File: config.mk
export PLATFORM = sky130hd
export DESIGN_NAME = dfr_matrix_multiply_flat
export DESIGN_NICKNAME = d
export VERILOG_FILES = /design/src/rtl/dfr_matrix_multiply_if.sv /design/src/rtl/dfr_matrix_multiply.sv /design/src/flat_wrapper.sv
export SDC_FILE = /design/constraint.sdc
export NUM_CORES = 2
export LEC_CHECK = 0
export ABC_AREA = 1
export CAP_MARGIN = 15
export CORE_ASPECT_RATIO = 1.25
export CORE_UTILIZATION = 50
export CTS_CLUSTER_DIAMETER = 30
export CTS_CLUSTER_SIZE = 24
export DETAILED_ROUTE_END_ITERATION = 6
export PLACE_DENSITY = 0.68
export SLEW_MARGIN = 25
export SYNTH_ARGS = -nofsm -noshare
export SYNTH_HDL_FRONTEND = slang
export SYNTH_SLANG_ARGS = --single-unit
File: constraint.sdc
create_clock -name clk -period 8.6 [get_ports clk]
set_input_delay 1.72 -clock clk [delete_from_list [all_inputs] [get_ports clk]]
set_output_delay 1.72 -clock clk [all_outputs]
set_load 0.02 [all_outputs]
File: src/rtl/dfr_matrix_multiply_if.sv
// Memory-side bus of the DFR output-layer multiplier:
// X and W read ports plus the Y write port.
interface dfr_matrix_multiply_if #(
    parameter int ADDR_WIDTH = 32,
    parameter int DATA_WIDTH = 32
);
    logic [ADDR_WIDTH-1:0] x_addr;
    logic [DATA_WIDTH-1:0] x_data;
    logic [ADDR_WIDTH-1:0] w_addr;
    logic [DATA_WIDTH-1:0] w_data;
    logic [ADDR_WIDTH-1:0] y_addr;
    logic [DATA_WIDTH-1:0] y_data;
    logic                  y_wen;

    modport master (
        output x_addr,
        input  x_data,
        output w_addr,
        input  w_data,
        output y_addr,
        output y_data,
        output y_wen
    );

    modport slave (
        input  x_addr,
        output x_data,
        input  w_addr,
        output w_data,
        input  y_addr,
        input  y_data,
        input  y_wen
    );
endinterface

File: src/rtl/dfr_matrix_multiply.sv
// DFR output layer: Y = X * W over external memories.
// Define DFR_MM_SATURATE_EN to saturate results instead of wrapping.
module dfr_matrix_multiply #(
    parameter int ADDR_WIDTH    = 32,
    parameter int DATA_WIDTH    = 32,
    parameter int X_ROWS        = 5,
    parameter int Y_COLS        = 5,
    parameter int X_COLS_Y_ROWS = 5
) (
    input  logic clk,
    input  logic rst,
    input  logic clr,
    input  logic start,
    output logic busy,
    output logic done,
    dfr_matrix_multiply_if.master mem
);
    localparam int K  = X_COLS_Y_ROWS;
    localparam int PW = 2 * DATA_WIDTH;
    localparam int AW = PW + $clog2(K + 1);

    localparam logic [ADDR_WIDTH-1:0] K_W    = ADDR_WIDTH'(K);
    localparam logic [ADDR_WIDTH-1:0] YC_W   = ADDR_WIDTH'(Y_COLS);
    localparam logic [ADDR_WIDTH-1:0] K_LAST = ADDR_WIDTH'(K - 1);
    localparam logic [ADDR_WIDTH-1:0] I_LAST = ADDR_WIDTH'(X_ROWS - 1);
    localparam logic [ADDR_WIDTH-1:0] J_LAST = ADDR_WIDTH'(Y_COLS - 1);

    typedef enum logic [1:0] {
        IDLE,
        RUN,
        DRAIN,
        WRITE
    } state_t;

    state_t state, state_n;

    logic [ADDR_WIDTH-1:0] i, j, k;
    logic [ADDR_WIDTH-1:0] x_q, w_q;
    logic [ADDR_WIDTH-1:0] x_cur, w_cur;
    logic signed [AW-1:0]  acc;
    logic signed [PW-1:0]  prod;
    logic signed [AW-1:0]  prod_ext;
    logic [DATA_WIDTH-1:0] result;
    logic                  pipe;
    logic                  last_elem;

    assign x_cur     = i * K_W + k;
    assign w_cur     = k * YC_W + j;
    assign last_elem = (i == I_LAST) && (j == J_LAST);

    assign prod     = $signed(mem.x_data) * $signed(mem.w_data);
    assign prod_ext = {{(AW - PW){prod[PW-1]}}, prod};

`ifdef DFR_MM_SATURATE_EN
    localparam logic signed [AW-1:0] SAT_MAX =
        {{(AW - DATA_WIDTH + 1){1'b0}}, {(DATA_WIDTH - 1){1'b1}}};
    localparam logic signed [AW-1:0] SAT_MIN =
        {{(AW - DATA_WIDTH + 1){1'b1}}, {(DATA_WIDTH - 1){1'b0}}};

    always_comb begin
        result = acc[DATA_WIDTH-1:0];
        if (acc > SAT_MAX) begin
            result = SAT_MAX[DATA_WIDTH-1:0];
        end else if (acc < SAT_MIN) begin
            result = SAT_MIN[DATA_WIDTH-1:0];
        end
    end
`else
    assign result = acc[DATA_WIDTH-1:0];
`endif

    always_ff @(posedge clk or negedge rst) begin
        if (!rst) begin
            state <= IDLE;
        end else begin
            state <= state_n;
        end
    end

    // Addresses are live in RUN and otherwise hold the last issued pair.
    always_comb begin
        state_n    = state;
        mem.x_addr = x_q;
        mem.w_addr = w_q;
        mem.y_wen  = 1'b0;
        mem.y_addr = '0;
        mem.y_data = '0;
        unique case (state)
            IDLE: begin
                if (start) state_n = RUN;
            end
            RUN: begin
                mem.x_addr = x_cur;
                mem.w_addr = w_cur;
                if (k == K_LAST) state_n = DRAIN;
            end
            DRAIN: begin
                state_n = WRITE;
            end
            WRITE: begin
                mem.y_wen  = 1'b1;
                mem.y_addr = i * YC_W + j;
                mem.y_data = result;
                state_n    = last_elem ? IDLE : RUN;
            end
            default: state_n = IDLE;
        endcase
        if (clr) state_n = IDLE;
    end

    always_ff @(posedge clk or negedge rst) begin
        if (!rst) begin
            i    <= '0;
            j    <= '0;
            k    <= '0;
            x_q  <= '0;
            w_q  <= '0;
            acc  <= '0;
            pipe <= 1'b0;
            busy <= 1'b0;
            done <= 1'b0;
        end else if (clr) begin
            i    <= '0;
            j    <= '0;
            k    <= '0;
            x_q  <= '0;
            w_q  <= '0;
            acc  <= '0;
            pipe <= 1'b0;
            busy <= 1'b0;
            done <= 1'b0;
        end else begin
            pipe <= (state == RUN);
            done <= 1'b0;
            unique case (state)
                IDLE: begin
                    if (start) begin
                        i    <= '0;
                        j    <= '0;
                        k    <= '0;
                        acc  <= '0;
                        busy <= 1'b1;
                    end
                end
                RUN: begin
                    x_q <= x_cur;
                    w_q <= w_cur;
                    k   <= k + 1'b1;
                    if (pipe) acc <= acc + prod_ext;
                end
                DRAIN: begin
                    if (pipe) acc <= acc + prod_ext;
                end
                WRITE: begin
                    acc <= '0;
                    k   <= '0;
                    if (j == J_LAST) begin
                        j <= '0;
                        i <= i + 1'b1;
                    end else begin
                        j <= j + 1'b1;
                    end
                    if (last_elem) begin
                        i    <= '0;
                        busy <= 1'b0;
                        done <= 1'b1;
                    end
                end
                default: ;
            endcase
        end
    end
endmodule

File: src/flat_wrapper.sv
// flat-port wrapper written by rule: the top's interface ports become plain ports
module dfr_matrix_multiply_flat 
#(
    parameter int ADDR_WIDTH    = 32,
    parameter int DATA_WIDTH    = 32,
    parameter int X_ROWS        = 5,
    parameter int Y_COLS        = 5,
    parameter int X_COLS_Y_ROWS = 5
)
  (clk, rst, clr, start, busy, done, mem_x_addr, mem_x_data, mem_w_addr, mem_w_data, mem_y_addr, mem_y_data, mem_y_wen);
  dfr_matrix_multiply_if #(.ADDR_WIDTH(ADDR_WIDTH), .DATA_WIDTH(DATA_WIDTH)) mem_i ();
  input  logic clk;
  input  logic rst;
  input  logic clr;
  input  logic start;
  output logic busy;
  output logic done;
  output wire logic [$bits(mem_i.x_addr)-1:0] mem_x_addr;
  input wire logic [$bits(mem_i.x_data)-1:0] mem_x_data;
  output wire logic [$bits(mem_i.w_addr)-1:0] mem_w_addr;
  input wire logic [$bits(mem_i.w_data)-1:0] mem_w_data;
  output wire logic [$bits(mem_i.y_addr)-1:0] mem_y_addr;
  output wire logic [$bits(mem_i.y_data)-1:0] mem_y_data;
  output wire logic [$bits(mem_i.y_wen)-1:0] mem_y_wen;
  assign mem_x_addr = mem_i.x_addr;
  assign mem_i.x_data = mem_x_data;
  assign mem_w_addr = mem_i.w_addr;
  assign mem_i.w_data = mem_w_data;
  assign mem_y_addr = mem_i.y_addr;
  assign mem_y_data = mem_i.y_data;
  assign mem_y_wen = mem_i.y_wen;
  dfr_matrix_multiply #(.ADDR_WIDTH(ADDR_WIDTH), .DATA_WIDTH(DATA_WIDTH), .X_ROWS(X_ROWS), .Y_COLS(Y_COLS), .X_COLS_Y_ROWS(X_COLS_Y_ROWS)) u_core (.clk(clk), .rst(rst), .clr(clr), .start(start), .busy(busy), .done(done), .mem(mem_i));
endmodule
# [Yosys cells after proc, flatten, opt, wreduce, memory -nomap -nowiden]
# Index checks and enable logic that the tools add are counted.
[classes] n_mul=3 n_reduce_logical=11 n_eq_ne=11 bitwise=0 add_sub_neg=7 n_div=0 mux=34 order_cmp=0 shifts=0
[ops] op="$mux 32" n=13
[ops] op="$mux 67" n=3
[ops] op="$pmux 67 s3" n=1
[ops] op="$pmux 32 s2" n=2
[ops] op="$add 32x1->32 const B" n=3
[ops] op="$add 32x32->32" n=3
[ops] op="$eq 32x3->1 const B" n=3
[ops] op="$pmux 32 s3" n=1
[ops] op="$add 67x64->67" n=1
[ops] op="$mul 32x3->32 const B" n=2
[ops] op="$mul 32x32->64" n=1
[ops] op="$mux 1" n=9
[ops] op="$pmux 2 s4" n=1
[ops] op="$reduce_and 2->1" n=4
[ops] op="$mux 2" n=3
[ops] op="$ne 3x2->1 const B" n=2
[ops] op="$reduce_and 3->1" n=2
[ops] op="$eq 2x2->1 const B" n=2
[ops] op="$ne 4x2->1 const B" n=1
[ops] op="$reduce_bool 4->1" n=1
[ops] op="$ne 3x1->1 const B" n=1
[ops] op="$ne 3x3->1 const B" n=1
[ops] op="$reduce_bool 3->1" n=1
[ops] op="$eq 2x1->1 const B" n=1
[ops] op="other kinds (4)" n=4
[totals] output_inout_bits=131 word_cells=76 rom_bits=0 memories=0 in_bits=68 latchBits=0 ramBits=0 register_bits=232

# [Logic depth before layout (Yosys ltp)]
[depth] ltp_word=5 depth_mapped=35 ltp_nobuf=33

# [Worst setup path after synthesis]
# Ideal clock, no wire load.
[synth_timing] path_type="input port to flip-flop" startpoint="input mem_w_data[3]" endpoint="register u_core.acc[28]" t_arrival_ns=8.060 path_slack_ns=0.408 setup_ns=0.132 t_required_ns=8.468 cell_stages=26 path_cell_list="clkbuf_1 > buf_1 > nand2_1 > inv_1 > fa_1 > fa_1 > inv_1 > fa_1 > fa_1 > fa_1 > fa_1 > inv_1 > fa_1 > inv_1 > fa_1 > inv_1 > ha_1 > nand2_1 > nor3_1 > nand4_1 > nand3_1 > a21o_1 > a21oi_1 > or2_2 > nand3_1 > o21ai_0"
[synth_between] elab_chain_len=5
[synth_lines] element="start: declaration" line_no="flat_wrapper.sv:21" rtl="input wire logic [$bits(mem_i.w_data)-1:0] mem_w_data;"
[synth_lines] element="$mul 32x32->64" line_no="dfr_matrix_multiply.sv:51" rtl="assign prod = $signed(mem.x_data) * $signed(mem.w_data);"
[synth_lines] element="$add 67x64->67" line_no="dfr_matrix_multiply.sv:149, dfr_matrix_multiply.sv:152"
[synth_lines] element="$mux 67" line_no="dfr_matrix_multiply.sv:149, dfr_matrix_multiply.sv:152"
[synth_lines] element="$pmux 67 s3" line_no="dfr_matrix_multiply.sv:135" rtl="unique case (state)"
[synth_lines] element="$mux 67" line_no="dfr_matrix_multiply.sv:122" rtl="end else if (clr) begin"
[synth_lines] element="end signal: assignment" line_no="dfr_matrix_multiply.sv:149" rtl="if (pipe) acc <= acc + prod_ext;"
[synth_lines] element="end signal: assignment" line_no="dfr_matrix_multiply.sv:152" rtl="if (pipe) acc <= acc + prod_ext;"
[synth_lines] element="end: declaration" line_no="dfr_matrix_multiply.sv:40" rtl="logic signed [AW-1:0] acc;"
# Every way passes these cells. The select of a mux whose other input is x is not followed.
# A chain may end at the register's enable or synchronous reset.

# [Final worst setup path]
[layout_timing] startpoint="register u_core.i[1]" endpoint="output mem_x_addr[26]"
[layout_between] elab_chain_len=3
[layout_lines] element="start: declaration" line_no="dfr_matrix_multiply.sv:37" rtl="logic [ADDR_WIDTH-1:0] i, j, k;"
[layout_lines] element="start signal: assignment" line_no="dfr_matrix_multiply.sv:159" rtl="i <= i + 1'b1;"
[layout_lines] element="$mul 32x3->32" line_no="dfr_matrix_multiply.sv:47" rtl="assign x_cur = i * K_W + k;"
[layout_lines] element="$add 32x32->32" line_no="dfr_matrix_multiply.sv:47"
[layout_lines] element="$mux 32" line_no="dfr_matrix_multiply.sv:88" rtl="unique case (state)"
[layout_lines] element="end: declaration" line_no="flat_wrapper.sv:18" rtl="output wire logic [$bits(mem_i.x_addr)-1:0] mem_x_addr;"
# Every way passes these cells.

==> flow_metrics.py <==
metrics = {
    "grt": {
        "antenna_found_initial": 10,
        "grt_max_degree": 75,
        "grt_pass1_wl_um": 182000,
        "grt_usage_pct": 31.5,
        "grt-ovfl-total": 0,
        "grt_pass1_vias": 33600,
    },
    "finish": {
        "final_nets": 6272,
        "fillerInstances": 7026,
        "final_common_cell": "inv_1",
        "drive_above_1_share_pct": 5.07,
        "synthToLayoutAreaGrowth_pct": 12.8,
        "final_cell_mix": "1,336 x inv_1, 1,301 x nand2_1, 470 x fa_1",
    },
    "sta": {
        "setup_violations": 0,
        "timing.hold.ws_ns": 0.503,
        "hold_violations": 0,
        "fmax_mhz": 121,
        "period_minus_slack_ns": 8.27,
        "rsz0062_at_grt": "false",
        "skew_ns": 0.0147,
        "drv_slew": 0,
        "fin_crit_sh_pct": 96.1,
        "max_slew_margin_pct": 35.3,
        "worstMarginPinSlew_ns": 0.970,
    },
    "critical_path": {
        "r2r_start": "u_core.acc[21]$_DFFE_PN0P_",
        "critical_path_arrival_ns": 6.55,
        "crit_type": "reg -> out",
        "cp-end-kind": "output port",
        "r2r-end": "u_core.acc[28]$_DFFE_PN0P_",
        "r2r_setup_slack_ns": 1.93,
        "r2r_cells": 23,
        "crit_fanout": 7,
        "required_ns": 6.88,
        "setup.worst_path.start_class": "flip-flop",
    },
    "synth": {
        "yosys.area.top_type": "fa_1",
        "synth_fp_nets": 6028,
        "synth_top_area_share_pct": 25.7,
        "syn_area_sq_um": 36700,
        "ys_seq_elements": 197,
        "yosysUniqueCellTypes": 64,
        "ys_async_sr_fraction_pct": 100,
        "synth_seq_area_share_pct": 13.4,
        "synth.area.top_cells": "fa_1 26%, inv_1 14%, dfrtp_1 13%",
        "synth_edf_count": 0,
        "syn_area_per_cell_sq_um": 7.12,
        "ys.flop_type": "dfrtp_1",
        "syn_inst": 5148,
        "yosysWarningCount": 0,
    },
    "die": {
        "dieArea_sq_um": 74400,
        "ios": 199,
        "die_x_um": 244,
        "coreArea_sq_um": 72300,
        "num_rows": 110,
        "die_h_um": 305,
        "initial_utilization_pct": 50.7,
    },
    "placement": {
        "gp_congestion": 1.01,
        "dpl.hpwl_um": 97400,
        "port_buffers": 198,
    },
    "clock_tree": {
        "htreeDepth": 4,
        "clk_path_buf_depth": 2,
        "cts.sinks": 197,
        "cts_tree": "done",
        "hold_buffers": 0,
        "post_cts_resized": 0,
        "clk_pin_slew_ns": 0.08,
        "cts_root_buffer": "clkbuf_16",
        "post_cts_buffers": 0,
        "numCtsBuffers": 17,
        "clk_latency_ns": 0.49,
    },
    "detailed_routing": {
        "drt_iter0_markers": 2346,
        "ant_nets": 0,
        "drt-vias-per-instance": 5.23,
        "drt_first_pass_iters": 6,
        "drcViolationCount": 0,
        "drt-wirelength-per-cell_um": 17.9,
        "vias": 33200,
        "wl_um": 114000,
    },
    "job": {
        "maxCapViolCount": 0,
    },
    "run_status": {
        "outcome": "finished, final reports clean",
    },
    "worst_hold_path": {
        "hold_depth": 2,
        "hold_start": "u_core.busy$_DFFE_PN0P_",
        "min_path_type": "reg -> reg",
        "holdPathEnd": "u_core.busy$_DFFE_PN0P_",
    },
}
-- per-layer routing --
layer  vias to the layer above  GRT usage [%]  wire length [um]
met3                       263           3.68              6360
met2                      1022           54.4             55800
met1                     15900           39.2             45600
li1                      16100              -                 -
met5                         -              0                92
met4                        14           14.4              6040
-- flip-flops by register name (all words and copies together), names as in the netlist --
signal	count
u_core.pipe	1
u_core.done	1
u_core.x_q	32
u_core.k	32
u_core.busy	1
u_core.w_q	32
u_core.j	32
u_core.state	2
u_core.i	32
u_core.acc	32
-- synthesized netlist by cell type (all sizes together) (17+ instances only) --
cell type and instances:
nor2 251, a31oi 17, xor2 67, nand4 47, nor3 86, nand2 1310
fa 470, dfrtp 197, buf 39, o21bai 19, nor4 31, a21oi 294
ha 342, nand3 172, inv 1345, o21ai 182, a21o 22, clkbuf 106
xnor2 36
-- worst max-delay path: stages (launching register included) --
cell	delay, ns
dfrtp_1	0.57
ha_1	0.42
ha_1	0.24
inv_1	0.10
fa_1	0.46
o21ai_1	0.30
nand2_1	0.10
nand2_1	0.19
nand3_1	0.09
nand2_1	0.10
a21oi_1	0.12
xnor2_1	0.62
ha_1	0.30
nand2_1	0.13
nor4_1	0.73
nand3_1	0.30
nand3_1	0.17
nand2_1	0.07
nand2_1	0.10
xor2_1	0.19
nand2_1	0.07
nand2_1	0.10
inv_1	0.04
clkdlybuf4s50_1	0.53
-- worst max path at each step --
stage                                 start                    endpoint  slack [ns]
floorplan                     mem_w_data[3]  u_core.acc[28]$_DFFE_PN0P_        0.41
global placement              mem_w_data[6]  u_core.acc[28]$_DFFE_PN0P_       -0.05
detailed placement            mem_w_data[6]  u_core.acc[28]$_DFFE_PN0P_       -0.06
CTS                 u_core.i[1]$_DFFE_PN0P_              mem_x_addr[26]        0.39
global route        u_core.i[5]$_DFFE_PN0P_              mem_x_addr[26]        0.04
finish              u_core.i[1]$_DFFE_PN0P_              mem_x_addr[26]        0.33
-- logic make-up after synthesis --
kind of cell               count (synthesis)  share of synthesized area (%)
adders and majority gates                812                           37.3
AOI/OAI and AO/OA                        609                           9.30
DFF                                      197                           13.4
and+or+nand+nor                         1936                           22.1
buffers and inverters                   1491                           15.3
xor gates and xnor gates                 103                           2.46
-- metrics by stage --
step	setup WS (ns)	TNS [ns]	util (%)	std cells	instance area, sq um
floorplan	0.408	0	-	5148	36700
global placement	-0.0494	-0.0494	56.4	6325	40800
detailed placement	-0.0629	-0.0894	56.4	6325	40800
global route	0.0429	0	57.3	6358	41400
CTS	0.387	0	57.3	6357	41400
finish	0.331	0	57.3	6360	41400
-- area by class of cell --
cell class                      count  area [sq um]  share of cell area [%]
Antenna cell                        3          7.51                  0.0181
Tap cell                          952          1190                    2.88
Clock buffer                       19           443                    1.07
Sequential cell                   197          4930                    11.9
Timing Repair Buffer              370          3490                    8.43
Clock inverter                     13           143                   0.345
Inverter                         1346          5050                    12.2
Multi-Input combinational cell   3460         26100                    63.1
Power is not shown: default switching activity piles up to over one toggle a cycle in this logic, so the estimate is an artifact.
